File: src/rtl/lsu_ctrl_pkg.sv
// lsu_ctrl_pkg: shared constants for the load/store unit.
//   SZ_*    : req_size codes, same encoding as the pipeline's data-extension decoder
//   state_t : lsu_ctrl FSM state encoding
package lsu_ctrl_pkg;
   localparam logic [2:0] SZ_W  = 3'b000;
   localparam logic [2:0] SZ_B  = 3'b001;
   localparam logic [2:0] SZ_H  = 3'b010;
   localparam logic [2:0] SZ_BU = 3'b011;
   localparam logic [2:0] SZ_HU = 3'b100;
   typedef enum logic [1:0] {IDLE, ACC0, ACC1, RESP} state_t;
endpackage

File: src/rtl/lsu_ctrl_if.sv
// lsu_ctrl_if: pipeline request/response and memory bus signals of the load/store unit.
//   req_*  : load/store request from the pipeline (req_ready back to it)
//   resp_* : one-cycle completion with extended load data / error flag
//   mem_*  : word-aligned memory access with byte-lane enables, held until mem_ack
//   modport slave  : the load/store unit
//   modport master : the pipeline plus memory environment
interface lsu_ctrl_if;
   logic        req_valid;
   logic        req_ready;
   logic        req_we;
   logic [2:0]  req_size;
   logic [31:0] req_addr;
   logic [31:0] req_wdata;
   logic        resp_valid;
   logic [31:0] resp_rdata;
   logic        resp_err;
   logic        mem_req;
   logic        mem_we;
   logic [31:0] mem_addr;
   logic [3:0]  mem_be;
   logic [31:0] mem_wdata;
   logic        mem_ack;
   logic [31:0] mem_rdata;
   modport slave (
      input  req_valid, req_we, req_size, req_addr, req_wdata, mem_ack, mem_rdata,
      output req_ready, resp_valid, resp_rdata, resp_err,
      output mem_req, mem_we, mem_addr, mem_be, mem_wdata
   );
   modport master (
      output req_valid, req_we, req_size, req_addr, req_wdata, mem_ack, mem_rdata,
      input  req_ready, resp_valid, resp_rdata, resp_err,
      input  mem_req, mem_we, mem_addr, mem_be, mem_wdata
   );
endinterface

File: src/rtl/lsu_align.sv
// lsu_align: combinational lane/data alignment for the load/store unit.
//   size  : req_size code          off   : byte offset addr[1:0]
//   wdata : right-aligned store data
//   rd    : {rdata1, rdata0} read data across the two words
//   legal : size code is known     split : access crosses a word boundary
//   mask  : 8-bit lane mask over two words (low nibble = first word)
//   wd    : store data shifted to its lanes over two words
//   ld    : load data shifted down, truncated and extended
module lsu_align
   import lsu_ctrl_pkg::*;
(
   input  logic [2:0]  size,
   input  logic [1:0]  off,
   input  logic [31:0] wdata,
   input  logic [63:0] rd,
   output logic        legal,
   output logic        split,
   output logic [7:0]  mask,
   output logic [63:0] wd,
   output logic [31:0] ld
);
   logic [7:0]  base;
   logic [31:0] sh;
   always_comb begin
      base  = size == SZ_W ? 8'h0f : (size == SZ_H || size == SZ_HU) ? 8'h03 : 8'h01;
      mask  = base << off;
      split = |mask[7:4];
      legal = size <= SZ_HU;
      wd    = {32'b0, wdata} << {off, 3'b000};
      sh    = 32'(rd >> {off, 3'b000});
      ld    = size == SZ_B  ? {{24{sh[7]}}, sh[7:0]} :
              size == SZ_BU ? {24'b0, sh[7:0]} :
              size == SZ_H  ? {{16{sh[15]}}, sh[15:0]} :
              size == SZ_HU ? {16'b0, sh[15:0]} : sh;
   end
endmodule

File: src/rtl/lsu_ctrl.sv
// lsu_ctrl: load/store unit controller splitting misaligned accesses into two word accesses.
//   clk   : rising-edge clock
//   reset : asynchronous active-high reset
//   bus   : lsu_ctrl_if.slave (pipeline request/response and memory bus)
module lsu_ctrl
   import lsu_ctrl_pkg::*;
(
   input logic       clk,
   input logic       reset,
   lsu_ctrl_if.slave bus
);
   state_t      state;
   logic        we;
   logic [2:0]  size;
   logic [31:0] addr, wdata, rdata0;
   logic        idle, legal, split;
   logic [7:0]  mask;
   logic [63:0] wd;
   logic [31:0] ld;
   assign idle = state == IDLE;
   // In IDLE the aligner looks at the incoming request so the first access
   // can be registered on the accept edge; afterwards it uses the latched fields.
   lsu_align u_align (
      .size  (idle ? bus.req_size : size),
      .off   (idle ? bus.req_addr[1:0] : addr[1:0]),
      .wdata (idle ? bus.req_wdata : wdata),
      .rd    (state == ACC1 ? {bus.mem_rdata, rdata0} : {32'b0, bus.mem_rdata}),
      .legal (legal),
      .split (split),
      .mask  (mask),
      .wd    (wd),
      .ld    (ld)
   );
   always_ff @(posedge clk or posedge reset) begin
      if (reset) begin
         state          <= IDLE;
         we             <= 1'b0;
         size           <= '0;
         addr           <= '0;
         wdata          <= '0;
         rdata0         <= '0;
         bus.req_ready  <= 1'b1;
         bus.resp_valid <= 1'b0;
         bus.resp_rdata <= '0;
         bus.resp_err   <= 1'b0;
         bus.mem_req    <= 1'b0;
         bus.mem_we     <= 1'b0;
         bus.mem_addr   <= '0;
         bus.mem_be     <= '0;
         bus.mem_wdata  <= '0;
      end else begin
         case (state)
            IDLE: if (bus.req_valid) begin
               we            <= bus.req_we;
               size          <= bus.req_size;
               addr          <= bus.req_addr;
               wdata         <= bus.req_wdata;
               bus.req_ready <= 1'b0;
               if (legal) begin
                  state         <= ACC0;
                  bus.mem_req   <= 1'b1;
                  bus.mem_we    <= bus.req_we;
                  bus.mem_addr  <= {bus.req_addr[31:2], 2'b00};
                  bus.mem_be    <= mask[3:0];
                  bus.mem_wdata <= bus.req_we ? wd[31:0] : '0;
               end else begin
                  state          <= RESP;
                  bus.resp_valid <= 1'b1;
                  bus.resp_err   <= 1'b1;
               end
            end
            ACC0, ACC1: if (bus.mem_ack) begin
               if (state == ACC0) rdata0 <= bus.mem_rdata;
               if (state == ACC0 && split) begin
                  state         <= ACC1;
                  bus.mem_addr  <= {addr[31:2], 2'b00} + 32'd4;
                  bus.mem_be    <= mask[7:4];
                  bus.mem_wdata <= we ? wd[63:32] : '0;
               end else begin
                  state          <= RESP;
                  bus.mem_req    <= 1'b0;
                  bus.mem_we     <= 1'b0;
                  bus.mem_addr   <= '0;
                  bus.mem_be     <= '0;
                  bus.mem_wdata  <= '0;
                  bus.resp_valid <= 1'b1;
                  bus.resp_rdata <= we ? '0 : ld;
               end
            end
            RESP: begin
               state          <= IDLE;
               bus.resp_valid <= 1'b0;
               bus.resp_rdata <= '0;
               bus.resp_err   <= 1'b0;
               bus.req_ready  <= 1'b1;
            end
            default: state <= IDLE;
         endcase
      end
   end
endmodule

File: src/flat_wrapper.sv
// flat-port wrapper written by rule: the top's interface ports become plain ports
module lsu_ctrl_flat import lsu_ctrl_pkg::*;
  (clk, reset, bus_req_valid, bus_req_we, bus_req_size, bus_req_addr, bus_req_wdata, bus_mem_ack, bus_mem_rdata, bus_req_ready, bus_resp_valid, bus_resp_rdata, bus_resp_err, bus_mem_req, bus_mem_we, bus_mem_addr, bus_mem_be, bus_mem_wdata);
  lsu_ctrl_if bus_i ();
  input logic clk;
  input logic reset;
  input wire logic [$bits(bus_i.req_valid)-1:0] bus_req_valid;
  input wire logic [$bits(bus_i.req_we)-1:0] bus_req_we;
  input wire logic [$bits(bus_i.req_size)-1:0] bus_req_size;
  input wire logic [$bits(bus_i.req_addr)-1:0] bus_req_addr;
  input wire logic [$bits(bus_i.req_wdata)-1:0] bus_req_wdata;
  input wire logic [$bits(bus_i.mem_ack)-1:0] bus_mem_ack;
  input wire logic [$bits(bus_i.mem_rdata)-1:0] bus_mem_rdata;
  output wire logic [$bits(bus_i.req_ready)-1:0] bus_req_ready;
  output wire logic [$bits(bus_i.resp_valid)-1:0] bus_resp_valid;
  output wire logic [$bits(bus_i.resp_rdata)-1:0] bus_resp_rdata;
  output wire logic [$bits(bus_i.resp_err)-1:0] bus_resp_err;
  output wire logic [$bits(bus_i.mem_req)-1:0] bus_mem_req;
  output wire logic [$bits(bus_i.mem_we)-1:0] bus_mem_we;
  output wire logic [$bits(bus_i.mem_addr)-1:0] bus_mem_addr;
  output wire logic [$bits(bus_i.mem_be)-1:0] bus_mem_be;
  output wire logic [$bits(bus_i.mem_wdata)-1:0] bus_mem_wdata;
  assign bus_i.req_valid = bus_req_valid;
  assign bus_i.req_we = bus_req_we;
  assign bus_i.req_size = bus_req_size;
  assign bus_i.req_addr = bus_req_addr;
  assign bus_i.req_wdata = bus_req_wdata;
  assign bus_i.mem_ack = bus_mem_ack;
  assign bus_i.mem_rdata = bus_mem_rdata;
  assign bus_req_ready = bus_i.req_ready;
  assign bus_resp_valid = bus_i.resp_valid;
  assign bus_resp_rdata = bus_i.resp_rdata;
  assign bus_resp_err = bus_i.resp_err;
  assign bus_mem_req = bus_i.mem_req;
  assign bus_mem_we = bus_i.mem_we;
  assign bus_mem_addr = bus_i.mem_addr;
  assign bus_mem_be = bus_i.mem_be;
  assign bus_mem_wdata = bus_i.mem_wdata;
  lsu_ctrl u_core (.clk(clk), .reset(reset), .bus(bus_i));
endmodule
File: config.mk
export PLATFORM = sky130hd
export DESIGN_NAME = lsu_ctrl_flat
export DESIGN_NICKNAME = d
export VERILOG_FILES = /design/src/rtl/lsu_ctrl_pkg.sv /design/src/rtl/lsu_ctrl_if.sv /design/src/rtl/lsu_align.sv /design/src/rtl/lsu_ctrl.sv /design/src/flat_wrapper.sv
export SDC_FILE = /design/constraint.sdc
export NUM_CORES = 1
export LEC_CHECK = 0
export CORE_ASPECT_RATIO = 0.8
export CORE_UTILIZATION = 54
export CTS_CLUSTER_SIZE = 8
export DETAILED_ROUTE_END_ITERATION = 7
export GPL_TIMING_DRIVEN = 0
export HOLD_SLACK_MARGIN = 0.15
export PLACE_DENSITY = 0.79
export SETUP_SLACK_MARGIN = 0.15
export SLEW_MARGIN = 10
export SYNTH_ARGS = -nofsm -noshare
export SYNTH_HDL_FRONTEND = slang
export SYNTH_SLANG_ARGS = --single-unit
File: constraint.sdc
create_clock -name clk -period 9.5 [get_ports clk]
set_clock_uncertainty 0.05 [all_clocks]
set_input_delay 2.85 -clock clk [delete_from_list [all_inputs] [get_ports clk]]
set_output_delay 2.85 -clock clk [all_outputs]
set_load 0.005 [all_outputs]
### Word level (Yosys, flattened, before mapping)

Index checks and enable logic that the tools add are counted.

* register bits after elaboration: 207
* bits of input ports: 104

* add/subtract/negate cells: 1
* $lt $le $gt $ge: 1
* equal/unequal tests: 12
* shift operators: 3
* multiplexer cells: 52
* reductions and logical operators: 18

Operators with widths (count)
* $mux 32: 18
* $pmux 32 s2: 3
* $mux 64: 1
* $shl 32x5->64: 1
* $shr 64x5->32: 1
* $add 32x3->32 const B: 1
* $mux 4: 5
* $mux 1: 12
* $mux 2: 5
* $ne 2x2->1 const B: 5
* $reduce_and 3->1: 3
* $pmux 1 s2: 4
* $pmux 4 s2: 1
* $reduce_and 4->1: 2
* $shl 4x2->8: 1
* $eq 3x2->1 const B: 2
* $pmux 2 s3: 1
* $reduce_and 2->1: 3
* $reduce_bool 2->1: 3
* $reduce_and 5->1: 1
* $eq 2x2->1 const B: 2
* $reduce_or 4->1: 1
* $eq 3x1->1 const B: 1
* $eq 3x3->1 const B: 1
* other kinds (9): 9

### Logic depth before layout (Yosys ltp)

Gate-level depths: netlist of the first run.

* depth in word-level cells: 12
* mapped depth: 11
* mapped depth without buffers: 7

### Cells and area by module

A second synthesis of the first run with hierarchy kept.

* cells, all modules: 1143
* area, all modules: 11890.2 um2

By module, submodules not included
* lsu_ctrl: instances 1, cells an instance 901, area each 9893.2 um2
* lsu_align: instances 1, cells an instance 242, area each 1996.9 um2

### Worst setup path after synthesis of the first run

No wires, ideal clock.

* kind: input to register
* start point: in bus_req_addr[0]
* end point: reg u_core.bus.resp_valid
* data arrival time: 4.544 ns
* required time: 9.325 ns
* setup slack: 4.781 ns
* cell stages on the path: 7
* path buffers: 2
* cell sequence: buf_2 > mux2i_1 > maj3_2 > o2bb2ai_2 > buf_4 > a221o_1 > mux2_4

* longest elaborated chain between the ends: 6

RTL lines
* from (decl): RTL line flat_wrapper.sv:10 `input wire logic [$bits(bus_i.req_addr)-1:0] bus_req_addr;`
* $mux 2: RTL line lsu_ctrl.sv:25 `.off (idle ? bus.req_addr[1:0] : addr[1:0]),`
* $shl 4x2->8: RTL line lsu_align.sv:26 `mask = base << off;`
* $reduce_or 4->1: RTL line lsu_align.sv:27 `split = |mask[7:4];`
* $logic_and 1x1->1: RTL line lsu_ctrl.sv:74 `if (state == ACC0 && split) begin`
* $ne 2x2->1 (no line)
* $reduce_and 4->1 (no line)
* to (signal assigned): RTL line lsu_ctrl.sv:68 `bus.resp_valid <= 1'b1;`
* to (signal assigned): RTL line lsu_ctrl.sv:86 `bus.resp_valid <= 1'b1;`
* to (signal assigned): RTL line lsu_ctrl.sv:92 `bus.resp_valid <= 1'b0;`
* to (decl): RTL line lsu_ctrl_if.sv:26 `output req_ready, resp_valid, resp_rdata, resp_err,`

No other way between the ends.
A chain may end at the register's enable or synchronous reset.

### Worst setup path in the final report of the first run

* start point: in bus_req_size[1]
* end point: reg u_core.bus.resp_rdata[24]

* longest elaborated chain between the ends: 10
* elaborated cells between the ends (all ways): 22
* classes of those cells: eq/ne (5); shift (1); mux (11); reduce/logical (5)

RTL lines
* from (decl): RTL line flat_wrapper.sv:9 `input wire logic [$bits(bus_i.req_size)-1:0] bus_req_size;`
* $mux 3 (*): RTL line lsu_ctrl.sv:24 `.size (idle ? bus.req_size : size),`
* $eq 3x2->1 or $eq 3x3->1 (tied branches): RTL line lsu_align.sv:25, lsu_align.sv:33, lsu_align.sv:34
* $logic_or 1x1->1 or $mux 32 (tied branches): RTL line lsu_align.sv:25, lsu_align.sv:34
* $mux 2 or $mux 32 (tied branches): RTL line lsu_align.sv:25, lsu_align.sv:33
* $mux 4 or $mux 32 (tied branches): RTL line lsu_align.sv:25, lsu_align.sv:32
* $shl 4x2->8 or $mux 32 (tied branches): RTL line lsu_align.sv:26, lsu_align.sv:31
* $reduce_or 4->1 or $mux 32 (tied branches): RTL line lsu_align.sv:27, lsu_ctrl.sv:87
* $logic_and 1x1->1 or $mux 32 (tied branches): RTL line lsu_ctrl.sv:74
* $ne 2x2->1 (no line) or $mux 32 (tied branches)
* $reduce_and 3->1 (no line) or $pmux 32 s2 (tied branches)
* to (signal assigned): RTL line lsu_ctrl.sv:87 `bus.resp_rdata <= we ? '0 : ld;`
* to (decl): RTL line lsu_ctrl_if.sv:26

Every way passes the cells marked *; elsewhere a longest branch is shown, timed or not. The select of a mux whose other input is x is not followed.

==> results.yml, run 1 <==
floorplan:
  rows: 47
  die_w_um: 166
  die_area_um2: 22000
  fp.dieH_um: 133
  initial_core_util_pct: 55.4
  ioPinCount: 209
  core_area_um2: 20900
pwr:
  p_int_mw: 3.20
  cellLeakagePower_nw: 6.16
  ir_worst_vdd_v: 0.000199
  seq_power_share_pct: 27.7
  combPwrFrac_pct: 56.2
  p_sw_share_pct: 44.2
  power.share.clock_pct: 16.1
  p_per_area_nw_per_um2: 388
  switchingPower_mw: 2.54
detailed_routing:
  vias_per_cell: 6.45
  ant_nets: 0
  wl_per_cell_um: 23.0
  dr_total_vias: 10400
  drtIter0Drc: 1159
  drc: 30
  drt_wl_total_um: 36900
  firstDrtPassIters: 8
yosys:
  postSynthCellCount: 1088
  synth_top_cell_area_share_pct: 44.1
  ys_seq_elements: 205
  synth_edf_count: 0
  synth_seq_area_share_pct: 44.3
  ys_types: 67
  synth_top_area_cell: "dfrtp_1"
  netlist_top_cells_area: "dfrtp_1 (44%), mux2_2 (12%), mux2i_1 (9.3%)"
  ys.flop_type: "dfrtp_1"
  ys_warn_count: 0
  synthArstFlopShare_pct: 100
  synth.avg_cell_area_um2: 10.6
  syn_area_um2: 11600
setup_path:
  crit_top_cell: "clkbuf_1"
  slowest_stage: "clkdlybuf4s50_1"
  cp.arrival_ns: 5.93
  crit_fanout: 10
  start_kind: "primary input"
  end_kind: "flip-flop"
  worstPathCellList: "clkdlybuf4s50_1 -> nor4bb_1 -> or2_0 -> clkbuf_1 -> a21oi_1 -> clkbuf_1 -> o221ai_1 -> a22o_1"
  required_ns: 9.86
  path_delay_family: "buffers and inverters"
  max_stage_delay_ns: 0.66
  path_buf_inv: 3
  crit_type: "in2reg"
global_route:
  gr-usage-met3_pct: 8.02
  grtUsageTotal_pct: 33.3
  antenna_found_initial: 0
  gr-total-overflow: 0
  top_usage_layer: "met2"
  grt_pass1_wl_um: 57100
  use_met2_pct: 51.7
  grt_pass1_vias: 10200
  grt.met1_usage_pct: 46.8
  grt_max_degree: 118
sta:
  relSlewSlack_pct: 23.4
  rsz0062_at_grt: "no"
  setup_viol: 0
  timing.final.hold_violations: 0
  slew_violations: 0
  tightest_slew_ns: 1.14
  setup_tns_ns: 0
  fin_crit_sh_pct: 58.6
  min_period_ns: 5.57
  fmax_mhz: 180
status:
  violations: "DRC"
  status: "finished, violations left"
placed_design:
  portBuffers: 203
  dp_cells: 1563
  dp_hpwl_um: 26600
  dpl_cell_area_um2: 14000
  place_congestion: 0.947
layout:
  drive_gt1_share_pct: 15.2
  final_nets: 1435
  syn_to_final_growth_pct: 27.8
  nFillCells: 1520
  post-route-util_pct: 70.9
  final_area_um2: 14800
  final_cells: 1606
  antennaDiodeCount: 0
cts:
  postCtsHoldBufs: 0
  clockBufferDepth: 3
  htree_levels: 1
  clk_latency_ns: 0.54
  cts.sinks: 205
  cts-root-buf: "clkbuf_16"
  clk_pin_slew_ns: 0.05
  cts_tree: "yes"
  postCtsSetupRepairBufs: 0
  cts-resized-gates: 0
  cts_buffers: 29
job:
  drv_cap: 0
worst_hold_path:
  hold_class: "reg2reg"
==> layout make-up <==
type                       count  area, um^2  share of cell area [%]
buffer                        83         369                    2.49
clock buffer                  41         771                    5.21
clock inverter                 2        13.8                  0.0930
inverter                      12        52.6                   0.355
multi-input combinational    789        6030                    40.8
sequential                   205        5130                    34.7
tap                          269         337                    2.28
timing repair buffer         205        2090                    14.1
==> metal layers <==
layer / wire [um] / vias to the layer above
met2: 16400 / 602
li1: - / 4564
met3: 4140 / 82
met1: 15500 / 5112
met5: 0 / -
met4: 900 / 0
==> Yosys cell counts (5+ instances only) <==
cell       number
and2_1          9
nor3_1         12
a21oi_1        64
nand3_1        38
mux2i_1       107
xnor2_1        13
dfrtp_1       204
nand4_1        24
nor4_1          8
o2bb2ai_1      16
nor2_1         40
mux2_2        122
a2111oi_0       6
nand2_1        86
inv_1          10
o31ai_1         5
o21ai_0        46
clkbuf_1       35
nor3b_1         8
a221o_1        17
o211ai_1       11
a22o_1         17
buf_1          20
nand3b_1        6
ha_1            6
mux4_2          8
xor2_1         11
o221ai_1       14
and4_1          8
a22oi_1        13
and3_1         24
buf_2          22
==> worst paths after layout <==
path                                     startpoint  slack [ns]                         to  cells past startpoint
hold reg to reg            u_core.bus.mem_wdata[31]        0.43   u_core.bus.mem_wdata[31]                      2
setup reg to reg                    u_core.state[0]        5.74  u_core.bus.resp_rdata[12]                     10
min in group asynchronous                     reset        2.77            u_core.addr[30]                      3
max in group asynchronous                     reset        5.67           u_core.wdata[31]                      4
hold / removal             u_core.bus.mem_wdata[31]        0.43   u_core.bus.mem_wdata[31]                      2
setup / recovery                    bus_req_size[1]        3.93  u_core.bus.resp_rdata[24]                      8
==> cell families (layout without fill, tap and decap cells) <==
kind of cell,after synthesis,after routing,synth area share (%)
XOR/XNOR,24,24,1.82
AND/OR/NAND/NOR,279,279,12.3
multiplexers,239,239,22.9
other,1,2,0.0324
AO/OA/AOI/OAI,238,238,14.3
flip-flops,205,205,44.3
buffers and inverters,95,343,3.58
adder cells (fa/ha/maj),7,7,0.746
==> cells in the final DEF (no fill, tap or decap), types with 4 or more instances in the layout <==
| cell type | instances |
|---|---|
| o21ai_0 | 46 |
| ha_1 | 6 |
| clkbuf_1 | 47 |
| nand3b_1 | 6 |
| nor3_1 | 12 |
| a31oi_1 | 4 |
| nand3_1 | 38 |
| buf_4 | 4 |
| a22o_1 | 17 |
| a221o_1 | 17 |
| mux2i_1 | 107 |
| and4_1 | 8 |
| a22oi_1 | 13 |
| o211ai_1 | 11 |
| a2111oi_0 | 6 |
| clkdlybuf4s50_1 | 203 |
| o31ai_1 | 5 |
| and3_1 | 24 |
| nand2_1 | 86 |
| and2_1 | 9 |
| inv_1 | 9 |
| dfrtp_1 | 204 |
| mux2_2 | 122 |
| xor2_1 | 11 |
| buf_1 | 20 |
| xnor2_1 | 13 |
| nor4_1 | 8 |
| a21oi_1 | 64 |
| o2bb2ai_1 | 16 |
| nor2_1 | 40 |
| nand2b_1 | 4 |
| clkbuf_16 | 29 |
| nand4_1 | 24 |
| buf_2 | 22 |
| nor3b_1 | 8 |
| or4_1 | 4 |
| o221ai_1 | 14 |
| mux4_2 | 8 |
==> worst reg2reg max path: cells and delay by family (launching register included) <==
family | cells | cell delay, ns
buf+inv | 4 | 1.19
fa+ha+maj | 1 | 0.24
compound gates | 2 | 1.08
simple gates | 1 | 0.07
mux | 2 | 0.56
flops | 1 | 0.40
==> sequential cells by signal, indices dropped and copies added, names as in the netlist, 2 cells and up <==
register               cells
u_core.addr               32
u_core.wdata              32
u_core.bus.resp_rdata     32
u_core.state               2
u_core.size                3
u_core.bus.mem_wdata      32
u_core.bus.mem_be          4
u_core.bus.mem_addr       30
u_core.rdata0             32
==> per-stage QoR <==
step	hold slack (ns)	power [mW]	setup WS (ns)
after global routing	0.451	6.05	3.87
after floorplan	0.423	3.54	1.01
after detailed placement	0.429	4.72	3.58
after CTS	0.441	5.66	4.09
after global placement	0.415	4.62	-1.68
final	0.434	5.75	3.93
==> power by group through the flow <==
stage / registers, mW / clock network, mW / logic, mW
after floorplan: 1.52 / 0 / 2.03
after global placement: 1.57 / 0 / 3.05
after detailed placement: 1.58 / 0 / 3.13
after CTS: 1.58 / 0.927 / 3.16
after global routing: 1.63 / 0.964 / 3.45
final: 1.59 / 0.927 / 3.23
(Power assumes the default switching activity.)
==> inputs of run 2 (changes only) <==
==> constraint.sdc (replaced) <==
create_clock -name clk -period 5.25 [get_ports clk]
set_clock_uncertainty 0.05 [all_clocks]
set_input_delay 1.575 -clock clk [delete_from_list [all_inputs] [get_ports clk]]
set_output_delay 1.575 -clock clk [all_outputs]
set_load 0.005 [all_outputs]
==> run 2 against run 1 <==
The flow still finishes with violations (DRC). Sequential share of layout area decreased by 0.14 points. Critical path depth is the same. Core utilization rose by 0.29 points. Design area up 0.41%. Non-clock buffer count up 4. Sequential power is 81% higher. Register-to-register slack worse by 4.3 ns. Via count increased by 0.58%. First-iteration DRC count down 1.3%. Cell count grew 0.25%. Combinational power up 81%. Critical path type unchanged.
==> results.yml, run 2 (same netlist as run 1, synthesis figures left out) <==
status:
  status: "finished, violations left"
  violations: "DRC"
detailed_routing:
  dr_total_vias: 10400
  wl_per_cell_um: 22.9
  drt_wl_total_um: 36800
  drtIter0Drc: 1144
  firstDrtPassIters: 8
  vias_per_cell: 6.47
  ant_nets: 0
  drc: 32
setup_path:
  max_stage_delay_ns: 0.67
  crit_fanout: 10
  rr_worst_depth: 10
  end_kind: "flip-flop"
  slowest_stage: "a21oi_1"
  worstPathCellList: "clkdlybuf4s50_1 -> nor4bb_1 -> or2_0 -> clkbuf_1 -> a21oi_1 -> clkbuf_1 -> o221ai_1 -> a22o_1"
  reg2reg_from: "u_core.state[1]"
  cp.arrival_ns: 4.58
  crit_top_cell: "clkbuf_1"
  start_kind: "primary input"
  startpoint: "bus_req_size[1]"
  r2r_slack_ns: 1.43
  r2r-end: "u_core.bus.resp_rdata[12]"
  crit_path_end: "u_core.bus.resp_rdata[24]"
  required_ns: 5.63
  crit_type: "in2reg"
layout:
  final_nets: 1439
  multi_input_area_um2: 6030
  drive_gt1_share_pct: 15.4
  antennaDiodeCount: 0
  final_common_cell: "dfrtp_1"
  post-route-util_pct: 71.2
  syn_to_final_growth_pct: 28.3
  regArea_um2: 5130
  nFillCells: 1570
  final_cells: 1610
  final_cell_mix: "dfrtp_1 (204), clkdlybuf4s50_1 (203), mux2_2 (122)"
sta:
  min_period_ns: 4.20
  tightest_slew_ns: 1.19
  fmax_mhz: 238
  worst_slack_ns: 1.05
  rsz0062_at_grt: "no"
  setup_viol: 0
  slew_violations: 0
  timing.final.hold_violations: 0
  setup_tns_ns: 0
  relSlewSlack_pct: 18.5
  fin_crit_sh_pct: 80.1
global_route:
  grtUsageTotal_pct: 33.3
  gr-total-overflow: 0
  grt_max_degree: 38
  grt_pass1_vias: 10200
  grt_pass1_wl_um: 57300
  antenna_found_initial: 0
pwr:
  ir_worst_vdd_v: 0.000355
  p_total_mw: 10.4
  p_sw_share_pct: 44.3
  seq_power_share_pct: 27.6
  p_int_mw: 5.80
  power.share.clock_pct: 16.2
  cellLeakagePower_nw: 6.19
  switchingPower_mw: 4.61
  combPwrFrac_pct: 56.2
  p_per_area_nw_per_um2: 701
floorplan:
  fp.dieH_um: 133
  core_area_um2: 20900
  die_area_um2: 22000
  rows: 47
  ioPinCount: 209
  die_w_um: 166
  initial_core_util_pct: 55.4
cts:
  clk_pin_slew_ns: 0.06
  cts_buffers: 29
  cts-root-buf: "clkbuf_16"
  cts_tree: "yes"
  htree_levels: 1
  clockBufferDepth: 3
  postCtsSetupRepairBufs: 0
  cts-resized-gates: 0
  clk_latency_ns: 0.55
  postCtsHoldBufs: 0
  cts.sinks: 205
placed_design:
  dp_cells: 1567
  portBuffers: 203
  place_congestion: 0.955
  dp_hpwl_um: 26500
  dp_worst_setup_slack_ns: 0.678
worst_hold_path:
  hold_class: "reg2reg"
job:
  drv_cap: 0
==> run 2: changes by cell type in the layout (fill, tap and decap cells not counted), sizes merged <==
cell / change
buf: +4
inv: -1
clkinvlp: +1
==> run 2: power by group through the flow <==
stage               Combinational (mW)  Sequential, mW  Clock, mW
global placement                  5.53            2.84          0
CTS                               5.71            2.85       1.69
global route                      6.23            2.96       1.76
finish                            5.85            2.87       1.69
floorplan                         3.67            2.74          0
detailed placement                5.66            2.86          0
==> run 2: final cells by class <==
| cell class | count | area share [%] |
|---|---|---|
| Multi-Input combinational cell | 789 | 40.6 |
| Sequential cell | 205 | 34.5 |
| Timing Repair Buffer | 209 | 14.5 |
| Clock buffer | 41 | 5.19 |
| Buffer | 83 | 2.48 |
| Tap cell | 269 | 2.27 |
| Inverter | 12 | 0.328 |
| Clock inverter | 2 | 0.0926 |
==> run 2: how the worst min path moves through the flow <==
stage / start / depth (start not counted) / end
floorplan: u_core.bus.mem_be[3] / 2 / u_core.bus.mem_be[3]
global placement: u_core.bus.mem_addr[14] / 2 / u_core.bus.mem_addr[14]
detailed placement: u_core.bus.mem_wdata[24] / 2 / u_core.bus.mem_wdata[24]
CTS: u_core.bus.mem_wdata[24] / 2 / u_core.bus.mem_wdata[24]
global route: u_core.bus.resp_rdata[4] / 1 / u_core.bus.resp_rdata[4]
finish: u_core.bus.mem_wdata[31] / 2 / u_core.bus.mem_wdata[31]
==> run 2: worst max-delay path: cells and delay by family <==
family	cells	cell delay, ns
AO/OA/AOI/OAI	3	1.25
buffers and inverters	3	1.41
AND/OR/NAND/NOR	2	0.34
==> run 2: layer usage <==
metal  track usage, %  wire [um]
met5                0          0
met4             10.4        962
met3             8.29       4030
met2             51.1      16200
met1             46.6      15700
==> run 2: through the flow <==
step	area (um^2)	hold slack [ns]
3_3_place_gp	14000	0.415
3_5_place_dp	14100	0.423
2_1_floorplan	11600	0.423
4_1_cts	14900	0.435
6_report	14900	0.433
5_1_grt	14900	0.448
